[src/rtl/fir_pkg.sv]
`default_nettype none
// ============================================================================
//  Module      : fir_pkg
//  Description : Shared types and helper functions for the time-multiplexed
//                coefficient-programmable FIR filter.
//  Revision    : 1.0 - initial release
// ============================================================================
package fir_pkg;

    // Controller states: waiting for a sample, or stepping through the taps
    typedef enum logic [0:0] {
        IDLE = 1'b0,
        MAC  = 1'b1
    } fir_state_t;

    // Accumulator width that can hold TAPS full-precision products without wrap
    function automatic int fir_acc_w(input int data_w, input int coef_w, input int taps);
        return data_w + coef_w + $clog2(taps);
    endfunction

    // Power-on coefficient profile: descending ramp TAPS, TAPS-1, ..., 1
    function automatic int fir_default_coef(input int k, input int taps);
        return taps - k;
    endfunction

endpackage
`default_nettype wire

[src/rtl/fir_coef_bank.sv]
`default_nettype none
// ============================================================================
//  Module      : fir_coef_bank
//  Description : TAPS x COEF_W coefficient register file. Resets to the
//                descending default profile, accepts range-checked writes
//                only while the datapath is idle, flags rejected writes with
//                a registered one-cycle error pulse, and offers a
//                combinational read port indexed by the tap counter.
//  Revision    : 1.0 - initial release
// ============================================================================
module fir_coef_bank
    import fir_pkg::*;
#(
    parameter int COEF_W = 8,
    parameter int TAPS   = 5
) (
    input  logic                       clk,
    input  logic                       rst,
    input  logic                       busy,
    input  logic                       we,
    input  logic [$clog2(TAPS)-1:0]    addr,
    input  logic [COEF_W-1:0]          wdata,
    output logic                       err,
    input  logic [$clog2(TAPS)-1:0]    rd_idx,
    output logic [COEF_W-1:0]          rd_coef
);

    localparam int AW = $clog2(TAPS);

    // TAPS expressed one bit wider than the address so the range check also
    // works when TAPS is a power of two
    localparam logic [AW:0] TAPS_L = (AW + 1)'(TAPS);

    logic [COEF_W-1:0] coef [TAPS];
    logic              addr_ok;
    logic              wr_ok;
    logic              wr_bad;

    assign addr_ok = ({1'b0, addr} < TAPS_L);
    assign wr_ok   = we && !busy && addr_ok;
    assign wr_bad  = we && (busy || !addr_ok);

    // Coefficient storage: defaults on reset, otherwise accepted writes
    always_ff @(posedge clk or negedge rst) begin
        if (!rst) begin
            for (int k = 0; k < TAPS; k++) begin
                coef[k] <= COEF_W'(fir_default_coef(k, TAPS));
            end
        end else if (wr_ok) begin
            coef[addr] <= wdata;
        end
    end

    // Rejected-write flag, one cycle after the offending strobe
    always_ff @(posedge clk or negedge rst) begin
        if (!rst) begin
            err <= 1'b0;
        end else begin
            err <= wr_bad;
        end
    end

    assign rd_coef = coef[rd_idx];

endmodule
`default_nettype wire

[src/rtl/fir_mac_param.sv]
`default_nettype none
// ============================================================================
//  Module      : fir_mac_param
//  Description : Parametrised FIR filter y[n] = sum c[k]*x[n-k] built around a
//                single multiply-accumulate unit that walks the taps one per
//                clock. Samples enter through a valid/ready handshake; one
//                full-precision result is produced per accepted sample.
//  Revision    : 1.0 - initial release
// ============================================================================
module fir_mac_param
    import fir_pkg::*;
#(
    parameter int DATA_W = 32,
    parameter int COEF_W = 8,
    parameter int TAPS   = 5,
    parameter int ACC_W  = fir_acc_w(DATA_W, COEF_W, TAPS)
) (
    input  logic                       clk,
    input  logic                       rst,
    input  logic                       clr,
    input  logic [DATA_W-1:0]          x,
    input  logic                       in_valid,
    output logic                       in_ready,
    input  logic                       coef_we,
    input  logic [$clog2(TAPS)-1:0]    coef_addr,
    input  logic [COEF_W-1:0]          coef_data,
    output logic                       coef_err,
    output logic [ACC_W-1:0]           dataout,
    output logic                       out_valid
);

    localparam int              AW       = $clog2(TAPS);
    localparam int              PW       = DATA_W + COEF_W;
    localparam logic [AW-1:0]   LAST_IDX = AW'(TAPS - 1);

    fir_state_t              state;
    fir_state_t              state_nx;

    logic [DATA_W-1:0]       dl [TAPS];
    logic [AW-1:0]           idx;
    logic signed [ACC_W-1:0] acc;

    logic                    accept;
    logic                    busy;
    logic                    last_tap;
    logic [COEF_W-1:0]       cur_coef;
    logic [DATA_W-1:0]       cur_data;
    logic signed [PW-1:0]    coef_ext;
    logic signed [PW-1:0]    data_ext;
    logic signed [PW-1:0]    prod;
    logic signed [ACC_W-1:0] prod_ext;
    logic signed [ACC_W-1:0] acc_sum;

    // Ready depends only on state and clr, never on in_valid
    assign in_ready = (state == IDLE) && !clr;
    assign accept   = in_valid && in_ready;
    assign busy     = (state == MAC);
    assign last_tap = (idx == LAST_IDX);

    fir_coef_bank #(
        .COEF_W (COEF_W),
        .TAPS   (TAPS)
    ) u_coef_bank (
        .clk     (clk),
        .rst     (rst),
        .busy    (busy),
        .we      (coef_we),
        .addr    (coef_addr),
        .wdata   (coef_data),
        .err     (coef_err),
        .rd_idx  (idx),
        .rd_coef (cur_coef)
    );

    // Multiply operands are sign-extended to the product width up front so the
    // signed multiply is exact without relying on context-width rules
    assign cur_data = dl[idx];
    assign coef_ext = {{DATA_W{cur_coef[COEF_W-1]}}, cur_coef};
    assign data_ext = {{COEF_W{cur_data[DATA_W-1]}}, cur_data};
    assign prod     = coef_ext * data_ext;
    assign prod_ext = {{(ACC_W - PW){prod[PW-1]}}, prod};
    assign acc_sum  = acc + prod_ext;

    // State register
    always_ff @(posedge clk or negedge rst) begin
        if (!rst) begin
            state <= IDLE;
        end else begin
            state <= state_nx;
        end
    end

    // Next-state: start on accept, return to idle after the last tap or on clr
    always_comb begin
        state_nx = state;
        case (state)
            IDLE: begin
                if (accept) begin
                    state_nx = MAC;
                end
            end
            MAC: begin
                if (clr || last_tap) begin
                    state_nx = IDLE;
                end
            end
            default: state_nx = IDLE;
        endcase
    end

    // Delay line, tap counter, accumulator and registered result
    always_ff @(posedge clk or negedge rst) begin
        if (!rst) begin
            for (int k = 0; k < TAPS; k++) begin
                dl[k] <= '0;
            end
            idx       <= '0;
            acc       <= '0;
            dataout   <= '0;
            out_valid <= 1'b0;
        end else begin
            out_valid <= 1'b0;
            if (state == MAC) begin
                if (clr) begin
                    // Abort: drop the partial sum and history, no result
                    for (int k = 0; k < TAPS; k++) begin
                        dl[k] <= '0;
                    end
                    acc <= '0;
                    idx <= '0;
                end else begin
                    acc <= acc_sum;
                    idx <= idx + 1'b1;
                    if (last_tap) begin
                        dataout   <= acc_sum;
                        out_valid <= 1'b1;
                    end
                end
            end else begin
                if (clr) begin
                    for (int k = 0; k < TAPS; k++) begin
                        dl[k] <= '0;
                    end
                end else if (accept) begin
                    for (int k = TAPS - 1; k > 0; k--) begin
                        dl[k] <= dl[k-1];
                    end
                    dl[0] <= x;
                    acc   <= '0;
                    idx   <= '0;
                end
            end
        end
    end

endmodule
`default_nettype wire
[config.mk]
export PLATFORM = sky130hd
export DESIGN_NAME = fir_mac_param
export DESIGN_NICKNAME = d
export VERILOG_FILES = /design/src/rtl/fir_pkg.sv /design/src/rtl/fir_coef_bank.sv /design/src/rtl/fir_mac_param.sv
export SDC_FILE = /design/constraint.sdc
export NUM_CORES = 1
export LEC_CHECK = 0
export CAP_MARGIN = 40
export CELL_PAD_IN_SITES_DETAIL_PLACEMENT = 2
export CELL_PAD_IN_SITES_GLOBAL_PLACEMENT = 2
export CORE_ASPECT_RATIO = 0.75
export CORE_UTILIZATION = 40
export CTS_CLUSTER_DIAMETER = 150
export CTS_CLUSTER_SIZE = 40
export DETAILED_ROUTE_END_ITERATION = 16
export HOLD_SLACK_MARGIN = 0.05
export PLACE_DENSITY = 0.78
export SKIP_LAST_GASP = 1
export SLEW_MARGIN = 20
export SYNTH_ARGS = -nofsm -noshare
export SYNTH_HDL_FRONTEND = slang
export SYNTH_SLANG_ARGS = --single-unit
[constraint.sdc]
create_clock -name clk -period 9.7 [get_ports clk]
set_clock_uncertainty 0.05 [all_clocks]
set_input_delay 1.94 -clock clk [delete_from_list [all_inputs] [get_ports clk]]
set_output_delay 1.94 -clock clk [all_outputs]
set_load 0.02 [all_outputs]
==> load_flow_metrics.sql <==
INSERT INTO impl_metrics (metric_group, metric, value, unit) VALUES
('floorplanning', 'fp.dieW', '277', 'um'),
('yosys', 'synthArstFlopShare', '100', '%'),
('worst_setup_path', 'crit_path_cell_trace', 'nor2_2, buf_4, a21oi_1, o22ai_1, nand2_1, fa_1, inv_1, fa_1, ha_1, inv_1, fa_1, inv_1, ha_1, ha_1, fa_1, a211oi_2, o211ai_1, a221oi_2, nor4b_1, buf_2, o311a_4, or4_1, a21oi_1, a221o_1', ''),
('sta', 'hold_violations', '0', ''),
('worst_setup_path', 'worst-r2r-cell-count', '24', ''),
('worst_setup_path', 'critPathLaunchType', 'flip-flop', ''),
('worst_setup_path', 'setup.worst_path.class', 'flip-flop to flip-flop', ''),
('sta', 'tightest_slew', '1.07', 'ns'),
('global_route', 'grt_pass1_wl', '120', 'mm'),
('place', 'placement.io_buffers', '93', ''),
('global_route', 'grt.total_usage', '26.4', '%'),
('yosys', 'ys_seq_elements', '292', ''),
('hold_path', 'worstHoldEndpoint', 'dataout[20]', ''),
('cts', 'clock_sinks', '292', ''),
('floorplanning', 'pin_count', '94', ''),
('route', 'postRouteWirelength', '73.9', 'mm'),
('global_route', 'grt_antenna_before_repair', '1', ''),
('run', 'cap_viol_max_count', '0', ''),
('worst_setup_path', 'crit_fanout', '26', ''),
('route', 'routed-via-count', '17800', ''),
('hold_path', 'hold_path.startpoint', 'dataout[20]', ''),
('worst_setup_path', 'crit-reg2reg-capture', 'acc[42]', ''),
('power_and_ir_drop', 'vdd_ir_drop_max', '168', 'uV'),
('cells_and_area', 'finalCoreUtilization', '44.4', '%'),
('cells_and_area', 'syn2layout_area_growth', '9.45', '%'),
('power_and_ir_drop', 'power.leakage', '11.5', 'nW'),
('global_route', 'total_gr_overflow', '0', ''),
('sta', 'max_freq', '122', 'MHz'),
('worst_setup_path', 'worstPathArrival', '8.65', 'ns'),
('hold_path', 'hold_depth', '2', ''),
('cts', 'clk_path_buf_depth', '3', ''),
('route', 'drc_violation_count_after_routing', '0', ''),
('yosys', 'synth_edf_count', '0', ''),
('worst_setup_path', 'cpPeakStageDelay', '0.66', 'ns'),
('yosys', 'synth_warnings', '0', ''),
('place', 'gp_routability_congestion', '0.850', ''),
('worst_setup_path', 'regToRegSetupSlack', '1.50', 'ns'),
('yosys', 'synth.largest_area_cell', 'sky130_fd_sc_hd__dfrtp_1', ''),
('route', 'routedWlPerCell', '23.4', 'um'),
('cells_and_area', 'num_antenna_cells', '0', ''),
('yosys', 'synth_top_area_share', '31.4', '%'),
('cts', 'cts_inserted_buffers', '11', ''),
('route', 'dr.pass1.iters', '5', ''),
('run_status', 'result_of_the_run', 'finished clean', ''),
('cts', 'worst_skew_pair.late_latency', '0.55', 'ns'),
('global_route', 'grt_pass1_vias', '20700', ''),
('route', 'drt_iter0_drc', '1074', ''),
('cts', 'cts.root.buffer_cell', 'sky130_fd_sc_hd__clkbuf_16', ''),
('floorplanning', 'rows', '75', ''),
('cells_and_area', 'nNetsFinal', '2818', ''),
('route', 'route.antenna.remaining_nets', '0', ''),
('cts', 'cts_max_level', '1', ''),
('sta', 'final_setup_margin', '1.50', 'ns'),
('yosys', 'synth-seq-area-share', '32.2', '%'),
('floorplanning', 'core_area', '0.0560', 'mm2'),
('sta', 'timing.max_slew.rel_slack', '28.6', '%'),
('worst_setup_path', 'critPathTopFamily', 'adder cells', ''),
('cts', 'cts_tree', 'built', ''),
('worst_setup_path', 'reg2reg_from', 'idx[2]', ''),
('cts', 'cts_hold_repair.buffers', '0', ''),
('yosys', 'synthMostInstantiatedCell', 'sky130_fd_sc_hd__nand2_1', ''),
('worst_setup_path', 'timing.critical_path.slowest_stage_cell', 'sky130_fd_sc_hd__dfrtp_2', ''),
('worst_setup_path', 'timing.critical_path.required', '10.15', 'ns'),
('worst_setup_path', 'path_buf_inv', '5', ''),
('worst_setup_path', 'path_common_cell', 'sky130_fd_sc_hd__fa_1', ''),
('power_and_ir_drop', 'power_density_cells', '285', 'mW/mm2'),
('sta', 'rsz0062_at_grt', 'no', ''),
('yosys', 'synth.area.top_cells', 'sky130_fd_sc_hd__dfrtp_1, sky130_fd_sc_hd__fa_1, sky130_fd_sc_hd__nand2_1, sky130_fd_sc_hd__ha_1, sky130_fd_sc_hd__o21ai_0', ''),
('cts', 'cts.repair.resized', '0', ''),
('sta', 'slew_violations', '0', ''),
('yosys', 'synthFlopType', 'sky130_fd_sc_hd__dfrtp_1', '');
## how the worst max path moves through the flow
stage | startpoint | endpoint | depth (start not counted)
2_1_floorplan | idx[0] | acc[42] | 26
3_3_place_gp | idx[2] | acc[38] | 20
6_report | idx[2] | acc[42] | 24
5_1_grt | idx[2] | acc[42] | 23
3_5_place_dp | idx[2] | acc[42] | 21
4_1_cts | idx[2] | acc[42] | 21
## registers in the layout, summed over array words and instances, names as in the netlist
signal            count
busy                  1
u_coef_bank.coef     40
dl                  160
acc                  43
idx                   3
out_valid             1
dataout              43
u_coef_bank.err       1
## per-stage QoR
step,hold slack (ns),cells,power [W],cell area [um2]
after detailed placement,0.419,3138,0.00641,24500
after global routing,0.479,3158,0.00769,24900
after global placement,0.412,3128,0.00612,24400
after CTS,0.454,3154,0.00715,24800
final,0.447,3158,0.00710,24900
after floorplan,0.400,2414,0.00478,22700
## metal layers
metal	GRT usage [%]	wire, um	part of all wire [%]
met5	0	11	0.015
met3	2.36	2420	3.3
met4	5.77	1690	2.3
met2	46.0	36900	50
met1	35.8	32900	44
## worst reg2reg max path, stage by stage, from the launching register on
cell	delay, ns
sky130_fd_sc_hd__dfrtp_2	0.66
sky130_fd_sc_hd__nor2_2	0.60
sky130_fd_sc_hd__buf_4	0.47
sky130_fd_sc_hd__a21oi_1	0.19
sky130_fd_sc_hd__o22ai_1	0.57
sky130_fd_sc_hd__nand2_1	0.17
sky130_fd_sc_hd__fa_1	0.52
sky130_fd_sc_hd__inv_1	0.05
sky130_fd_sc_hd__fa_1	0.47
sky130_fd_sc_hd__ha_1	0.29
sky130_fd_sc_hd__inv_1	0.05
sky130_fd_sc_hd__fa_1	0.48
sky130_fd_sc_hd__inv_1	0.05
sky130_fd_sc_hd__ha_1	0.27
sky130_fd_sc_hd__ha_1	0.22
sky130_fd_sc_hd__fa_1	0.51
sky130_fd_sc_hd__a211oi_2	0.30
sky130_fd_sc_hd__o211ai_1	0.22
sky130_fd_sc_hd__a221oi_2	0.47
sky130_fd_sc_hd__nor4b_1	0.12
sky130_fd_sc_hd__buf_2	0.18
sky130_fd_sc_hd__o311a_4	0.43
sky130_fd_sc_hd__or4_1	0.53
sky130_fd_sc_hd__a21oi_1	0.16
sky130_fd_sc_hd__a221o_1	0.14
## cell type report
| class | count | area [um2] |
|---|---|---|
| multi-input combinational | 1794 | 14200 |
| clock buffer | 15 | 310 |
| timing repair buffer | 136 | 1370 |
| sequential | 292 | 7320 |
| fill | 5974 | 31100 |
| inverter | 189 | 712 |
| tap | 731 | 915 |
| clock inverter | 1 | 30.0 |
## layout by cell type (no fill, tap or decap), types with 5 or more instances in the layout
cell	count
sky130_fd_sc_hd__nand2_1	471
sky130_fd_sc_hd__dfrtp_1	282
sky130_fd_sc_hd__fa_1	252
sky130_fd_sc_hd__nor2_1	235
sky130_fd_sc_hd__o21ai_0	203
sky130_fd_sc_hd__inv_1	187
sky130_fd_sc_hd__ha_1	94
sky130_fd_sc_hd__clkdlybuf4s50_1	92
sky130_fd_sc_hd__mux2i_1	77
sky130_fd_sc_hd__a21oi_1	77
sky130_fd_sc_hd__mux2_2	59
sky130_fd_sc_hd__a22o_1	37
sky130_fd_sc_hd__xnor2_1	31
sky130_fd_sc_hd__buf_4	30
sky130_fd_sc_hd__o22a_1	27
sky130_fd_sc_hd__o22ai_1	27
sky130_fd_sc_hd__nand2b_1	24
sky130_fd_sc_hd__nand3_1	21
sky130_fd_sc_hd__a21o_1	19
sky130_fd_sc_hd__nor2b_1	13
sky130_fd_sc_hd__and2_1	11
sky130_fd_sc_hd__clkbuf_16	11
sky130_fd_sc_hd__o21bai_1	9
sky130_fd_sc_hd__xor2_1	8
sky130_fd_sc_hd__a31oi_1	7
sky130_fd_sc_hd__o21a_1	7
sky130_fd_sc_hd__dfstp_2	7
sky130_fd_sc_hd__nand4_1	6
sky130_fd_sc_hd__and3_1	5
sky130_fd_sc_hd__nor3_1	5
## cells by family (layout without fill, tap and decap cells)
group	after synthesis	in the layout	share of synthesized area, %
DFF	292	292	32.2
adders and majority gates	346	346	27.4
xor gates and xnor gates	39	39	1.50
and+or+nand+nor	813	813	14.5
muxes	138	138	6.51
AOI/OAI and AO/OA	458	458	12.5
buffers and inverters	328	341	5.47
## power breakdown
part	switching, W	total (W)	leakage, nW	internal [W]
Clock	0.000430	0.000665	0.164	0.000234
Sequential	0.0000964	0.00145	3.94	0.00136
Combinational	0.00315	0.00498	7.42	0.00183
Total	0.00367	0.00710	11.5	0.00343
(Power assumes the default switching activity.)
